===== src/rtl/adc_seq_pkg.sv =====
// Shared widths, config-word bit map and result record for the ADC scan sequencer.
// Pure definitions: no latency, no flow control.
package adc_seq_pkg;

  localparam int CFG_BITS = 6;
  localparam int RES_BITS = 12;
  localparam int NUM_CH   = 8;
  localparam int CH_BITS  = $clog2(NUM_CH);

  // Bit positions within the config word; the MSB goes out on SDI first.
  localparam int CFG_SD  = 5;
  localparam int CFG_OS  = 4;
  localparam int CFG_S1  = 3;
  localparam int CFG_S0  = 2;
  localparam int CFG_UNI = 1;
  localparam int CFG_SLP = 0;

  typedef logic [CFG_BITS-1:0] cfg_word_t;
  typedef logic [CH_BITS-1:0]  chan_t;
  typedef logic [RES_BITS-1:0] res_t;

  typedef struct packed {
    chan_t channel;
    res_t  data;
  } result_t;

  function automatic cfg_word_t chan_to_cfg(input chan_t ch, input logic uni);
    cfg_word_t w;
    w          = '0;
    w[CFG_SD]  = 1'b1;
    w[CFG_OS]  = ch[0];
    w[CFG_S1]  = ch[2];
    w[CFG_S0]  = ch[1];
    w[CFG_UNI] = uni;
    w[CFG_SLP] = 1'b0;
    return w;
  endfunction

endpackage


===== src/rtl/adc_frame_timer.sv =====
// Frame counter plus falling-edge CONVST/SCK-gate/SDI registers; outputs change half a clk after the enables.
// No backpressure: the frame runs continuously, enables only gate what is driven to the ADC.
module adc_frame_timer
  import adc_seq_pkg::*;
#(
  parameter int  FRAME_LEN = 16,
  localparam int CNT_W     = $clog2(FRAME_LEN)
) (
  input  logic             clk,
  input  logic             reset_n,
  input  logic             convst_en,
  input  logic             gate_en,
  input  logic             sdi_en,
  input  logic             sdi_bit,
  output logic [CNT_W-1:0] count,
  output logic             frame_wrap,
  output logic             sdi_slot,
  output logic             sdo_slot,
  output logic             adc_convst,
  output logic             adc_sck,
  output logic             adc_sdi
);

  localparam logic [CNT_W-1:0] LAST_CNT   = CNT_W'(FRAME_LEN - 1);
  localparam logic [CNT_W-1:0] SLOT_START = CNT_W'(3);
  localparam logic [CNT_W-1:0] SDI_END    = CNT_W'(3 + CFG_BITS - 1);
  localparam logic [CNT_W-1:0] SDO_END    = CNT_W'(3 + RES_BITS - 1);

  logic convst_win;
  logic convst_q;
  logic gate_q;
  logic sdi_q;

  assign frame_wrap = (count == LAST_CNT);
  assign convst_win = (count == CNT_W'(1)) || (count == CNT_W'(2));
  assign sdi_slot   = (count >= SLOT_START) && (count <= SDI_END);
  assign sdo_slot   = (count >= SLOT_START) && (count <= SDO_END);

  always_ff @(posedge clk or negedge reset_n) begin
    if (!reset_n)        count <= '0;
    else if (frame_wrap) count <= '0;
    else                 count <= count + 1'b1;
  end

  // Falling-edge registers keep SCK glitch-free and give SDI half a cycle of setup.
  always_ff @(negedge clk or negedge reset_n) begin
    if (!reset_n) begin
      convst_q <= 1'b0;
      gate_q   <= 1'b0;
      sdi_q    <= 1'b0;
    end else begin
      convst_q <= convst_en && convst_win;
      gate_q   <= gate_en && sdo_slot;
      sdi_q    <= sdi_en && sdi_slot && sdi_bit;
    end
  end

  assign adc_convst = convst_q;
  assign adc_sck    = gate_q & clk;
  assign adc_sdi    = sdi_q;

endmodule


===== src/rtl/adc_scan_sequencer.sv =====
// Round-robin 8-channel SPI ADC scanner; a pick at frame N count 0 is held for output from frame N+2 count 0.
// One-entry valid/ready holding register: a result arriving while it is full and not being accepted is dropped and flagged.
module adc_scan_sequencer
  import adc_seq_pkg::*;
#(
  parameter int FRAME_LEN = 16,
  parameter bit UNIPOLAR  = 1'b1
) (
  input  logic                clk,
  input  logic                reset_n,
  input  logic                enable,
  input  logic [NUM_CH-1:0]   ch_mask,
  output logic                adc_convst,
  output logic                adc_sck,
  output logic                adc_sdi,
  input  logic                adc_sdo,
  output logic                res_valid,
  input  logic                res_ready,
  output logic [CH_BITS-1:0]  res_channel,
  output logic [RES_BITS-1:0] res_data,
  output logic                overrun,
  output logic                busy
);

  localparam int CNT_W = $clog2(FRAME_LEN);

  logic [CNT_W-1:0] count;
  logic             frame_wrap;
  logic             sdi_slot;
  logic             sdo_slot;

  logic      pick_vld;
  logic      pick_go;
  chan_t     pick_ch;
  chan_t     cand;
  chan_t     last_ch;
  logic      cfg_vld;
  chan_t     cfg_ch;
  cfg_word_t cfg_sr;
  logic      rd_vld;
  chan_t     rd_ch;
  res_t      sdo_sr;
  result_t   hold;
  logic      hold_vld;
  logic      ovr_q;
  logic      hs;
  logic      publish;

  adc_frame_timer #(.FRAME_LEN(FRAME_LEN)) u_timer (
    .clk        (clk),
    .reset_n    (reset_n),
    .convst_en  (rd_vld),
    .gate_en    (cfg_vld | rd_vld),
    .sdi_en     (cfg_vld),
    .sdi_bit    (cfg_sr[CFG_BITS-1]),
    .count      (count),
    .frame_wrap (frame_wrap),
    .sdi_slot   (sdi_slot),
    .sdo_slot   (sdo_slot),
    .adc_convst (adc_convst),
    .adc_sck    (adc_sck),
    .adc_sdi    (adc_sdi)
  );

  // Walk offsets from farthest to nearest so the nearest set bit after last_ch wins;
  // offset NUM_CH lands back on last_ch itself, covering a single-bit mask.
  always_comb begin
    pick_vld = 1'b0;
    pick_ch  = last_ch;
    cand     = last_ch;
    for (int i = NUM_CH; i >= 1; i--) begin
      cand = last_ch + chan_t'(i);
      if (ch_mask[cand]) begin
        pick_vld = 1'b1;
        pick_ch  = cand;
      end
    end
  end

  assign pick_go = (count == '0) && enable && pick_vld;

  always_ff @(posedge clk or negedge reset_n) begin
    if (!reset_n) begin
      last_ch <= chan_t'(NUM_CH - 1);
      cfg_vld <= 1'b0;
      cfg_ch  <= '0;
      cfg_sr  <= '0;
      rd_vld  <= 1'b0;
      rd_ch   <= '0;
      sdo_sr  <= '0;
    end else begin
      if (frame_wrap) begin
        rd_vld  <= cfg_vld;
        rd_ch   <= cfg_ch;
        cfg_vld <= 1'b0;
      end else if (pick_go) begin
        cfg_vld <= 1'b1;
        cfg_ch  <= pick_ch;
        last_ch <= pick_ch;
        cfg_sr  <= chan_to_cfg(pick_ch, UNIPOLAR);
      end else if (cfg_vld && sdi_slot) begin
        cfg_sr  <= cfg_sr << 1;
      end
      if (rd_vld && sdo_slot)
        sdo_sr <= {sdo_sr[RES_BITS-2:0], adc_sdo};
    end
  end

  assign hs      = hold_vld && res_ready;
  assign publish = frame_wrap && rd_vld;

  always_ff @(posedge clk or negedge reset_n) begin
    if (!reset_n) begin
      hold_vld <= 1'b0;
      hold     <= '0;
      ovr_q    <= 1'b0;
    end else begin
      if (publish && (!hold_vld || hs)) begin
        hold_vld     <= 1'b1;
        hold.channel <= rd_ch;
        hold.data    <= sdo_sr;
      end else if (hs) begin
        hold_vld <= 1'b0;
      end
      if (publish && hold_vld && !hs) ovr_q <= 1'b1;
      else if (hs)                    ovr_q <= 1'b0;
    end
  end

  assign res_valid   = hold_vld;
  assign res_channel = hold.channel;
  assign res_data    = hold.data;
  assign overrun     = ovr_q;
  assign busy        = cfg_vld | rd_vld | hold_vld;

endmodule


===== config.mk =====
export PLATFORM = sky130hd
export DESIGN_NAME = adc_scan_sequencer
export DESIGN_NICKNAME = d
export VERILOG_FILES = /design/src/rtl/adc_seq_pkg.sv /design/src/rtl/adc_frame_timer.sv /design/src/rtl/adc_scan_sequencer.sv
export SDC_FILE = /design/constraint.sdc
export NUM_CORES = 1
export LEC_CHECK = 0
export ABC_AREA = 1
export BUFFER_PORTS_ARGS = -buffer_cell sky130_fd_sc_hd__buf_2
export CAP_MARGIN = 20
export CORE_MARGIN = 2
export CORE_UTILIZATION = 50
export CTS_CLUSTER_DIAMETER = 40
export DETAILED_ROUTE_END_ITERATION = 8
export MAX_ROUTING_LAYER = met4
export PLACE_DENSITY_LB_ADDON = 0.12
export SLEW_MARGIN = 15
export SYNTH_ARGS = -nofsm -noshare
export SYNTH_HDL_FRONTEND = slang
export SYNTH_SLANG_ARGS = --single-unit

===== constraint.sdc =====
create_clock -name clk -period 3.7 [get_ports clk]
set_input_delay 0.37 -clock clk [delete_from_list [all_inputs] [get_ports clk]]
set_output_delay 0.37 -clock clk [all_outputs]
set_load 0.005 [all_outputs]

==> reports/results.ini <==
[final_layout]
layout.nets = 382
layout_commonest_cell = nand2_1
drive_gt1_share_pct = 25.5
fin_util_pct = 59.6
most-common-layout-cells = 84 x nand2_1, 46 x dfrtp_1, 36 x nand3_1, 35 x o21ai_0
antenna_cells = 0
syn2layout_area_growth_pct = 13.7

[logic_synthesis]
ys_ff_latch = 52
yosys_warnings = 0
synth_cell_types = 32
synth.area.top_cells = dfrtp_1 42%, nand2_1 12%, nand3_1 6.6%
synth_area_leader_cell = dfrtp_1
avgSynthCellArea_um2 = 8.37
netlist_area_um2 = 2710
seq_area_frac_synth_pct = 48.1
syn_nets = 343
synth_top_area_share_pct = 42.4
synthArstFlopShare_pct = 100
synth-edff-count = 0
synthFlopType = dfrtp_1
synthCells = 324

[floorplan]
die_area_um2 = 6030
num_rows = 26
die_w_um = 77.7
start_util_pct = 52.4
ios = 34
core_um2 = 5170
die_h_um = 77.7

[global_route]
grt_pass1_wl_mm = 10.0
grt_antenna_before_repair = 0
grt_pass1_vias = 2146
grtUsageTotal_pct = 21.9
grt_overflow = 0
grt_max_degree = 31

[routing]
ant_nets = 0
route.detailed.drc = 0
drtPass1Iterations = 4
wirelength_mm = 5.54
avgViaCountPerCell = 5.05
drt_iter0_markers = 191
num_vias = 2190
drt-wirelength-per-cell_um = 12.8

[pwr]
power_frac_comb_pct = 49.6
pwr-share-clk_pct = 17.6
power.switching_mw = 1.11
p_leak_nw = 1.60
intPower_mw = 1.32
power.density_nw_per_um2 = 786
pwr-share-seq_pct = 32.8
p_sw_share_pct = 45.7
ir_drop_mv = 0.498

[setup_path]
crit_slowest_cell = dfrtn_1
critPathCaptureType = primary output
critPathMaxStageDelay_ns = 0.39
worstPathArrival_ns = 2.86
path_class = flop to primary output
critPathBufInv = 2
reg2reg_depth = 5
required_ns = 3.33
cp_top_family = flip-flops
path_max_fanout = 1
cp_cell_sequence = nand2_1, inv_1, buf_2
critical_path_depth = 3
startpoint_type = flop

[timing]
maxSlewHeadroom_pct = 45.0
skew_ns = 0.0188
hold_violations = 0
tightest_slew_ns = 0.823
rsz0062_at_grt = false
setup_tns_ns = 0
setup_violations = 0
fin_ws_ns = 0.472
final_max_slew_viol_count = 0

[clock_network]
path_clk_slew_ns = 0.09
clk-insertion-delay-late_ns = 0.43
cts_tree = yes
cts_resized = 0

[status]
status = complete, no violations

[placement]
port_buffers = 33
dp_hpwl_mm = 4.09
gp_congestion = 1.01
dp_slack_ns = 0.675

[worst_hold_path]
whs_path_depth = 2
min_path_type = primary input to flop

[flow_run]
cap_violations = 0

## metal layers
layer	GRT usage, %	share of wire [%]	vias up
li1	-	-	1116
met5	-	0	-
met2	29.1	43	53
met4	9.11	1.4	0
met3	5.93	5.6	10
met1	31.5	50	1011
## final cells by class
| cell class | count | area [um2] |
|---|---|---|
| Clock inverter | 4 | 31.3 |
| Clock buffer | 9 | 115 |
| Multi-Input combinational cell | 223 | 1190 |
| Tap cell | 70 | 87.6 |
| Sequential cell | 52 | 1310 |
| Inverter | 40 | 160 |
| Timing Repair Buffer | 36 | 193 |
| Fill cell | 481 | 2090 |
## repair_timing
| action | CTS | global route |
|---|---|---|
| endpoints found under the setup margin | 0 | 0 |
| endpoints found under the hold margin | 6 | 0 |
| setup buffers | 0 | 0 |
| hold buffers | 1 | 0 |
## state kept, by name, summed over array words and instances (netlist names)
register and count:
res_data 12, sdo_sr 12, cfg_sr 5, u_timer.count 4, cfg_ch 3, last_ch 3, rd_ch 3, res_channel 3
cfg_vld 1, overrun 1, rd_vld 1, res_valid 1, u_timer.adc_convst 1, u_timer.adc_sdi 1, u_timer.gate_q 1
## through the flow
step           hold WS, ns  cell area (um2)  instances  power [mW]
6_report             0.143             3080        434        2.43
5_1_grt              0.144             3080        434        2.64
3_5_place_dp         0.251             2940        422        1.99
4_1_cts              0.126             3080        434        2.43
3_3_place_gp         0.249             2940        422        1.98
2_1_floorplan       0.0744             2710        324        1.77
## kinds of logic (layout without fill, tap and decap cells)
| kind of cell | count (synthesis) | in the layout | share of synthesized area (%) |
|---|---|---|---|
| AOI/OAI and AO/OA | 55 | 55 | 10.9 |
| xor gates and xnor gates | 2 | 2 | 0.646 |
| adders and majority gates | 6 | 6 | 2.77 |
| buffers and inverters | 49 | 89 | 7.93 |
| DFF | 52 | 52 | 48.1 |
| muxes | 1 | 1 | 0.415 |
| and+or+nand+nor | 159 | 159 | 29.2 |
## final timing paths
path / endpoint / start / slack, ns
max: adc_sck / u_timer.gate_q / 0.47
min reg2reg: res_data[10] / res_data[10] / 0.49
min in group asynchronous: rd_vld / reset_n / 0.36
max in group asynchronous: u_timer.gate_q / reset_n / 1.36
min: overrun / res_ready / 0.14
max reg2reg: u_timer.adc_sdi / u_timer.count[0] / 0.67
## power by group through the flow
| stage | registers [mW] | logic (mW) | clock network [mW] |
|---|---|---|---|
| 5_1_grt | 0.813 | 1.36 | 0.464 |
| 2_1_floorplan | 0.759 | 1.01 | 0.000240 |
| 3_3_place_gp | 0.803 | 1.18 | 0.000240 |
| 4_1_cts | 0.794 | 1.19 | 0.443 |
| 3_5_place_dp | 0.805 | 1.18 | 0.000240 |
| 6_report | 0.795 | 1.20 | 0.427 |
## cell usage after synthesis (4+ instances only)
| cell type | number |
|---|---|
| nand2_2 | 10 |
| o21ai_0 | 35 |
| nor2_1 | 7 |
| ha_1 | 6 |
| nand2_1 | 84 |
| a21oi_1 | 10 |
| clkbuf_1 | 5 |
| nand3_1 | 36 |
| o21ai_1 | 4 |
| nor2_2 | 6 |
| inv_1 | 33 |
| inv_2 | 5 |
| dfrtp_1 | 46 |
| nand3_2 | 8 |
No activity file was read; power rests on OpenSTA's default activity.
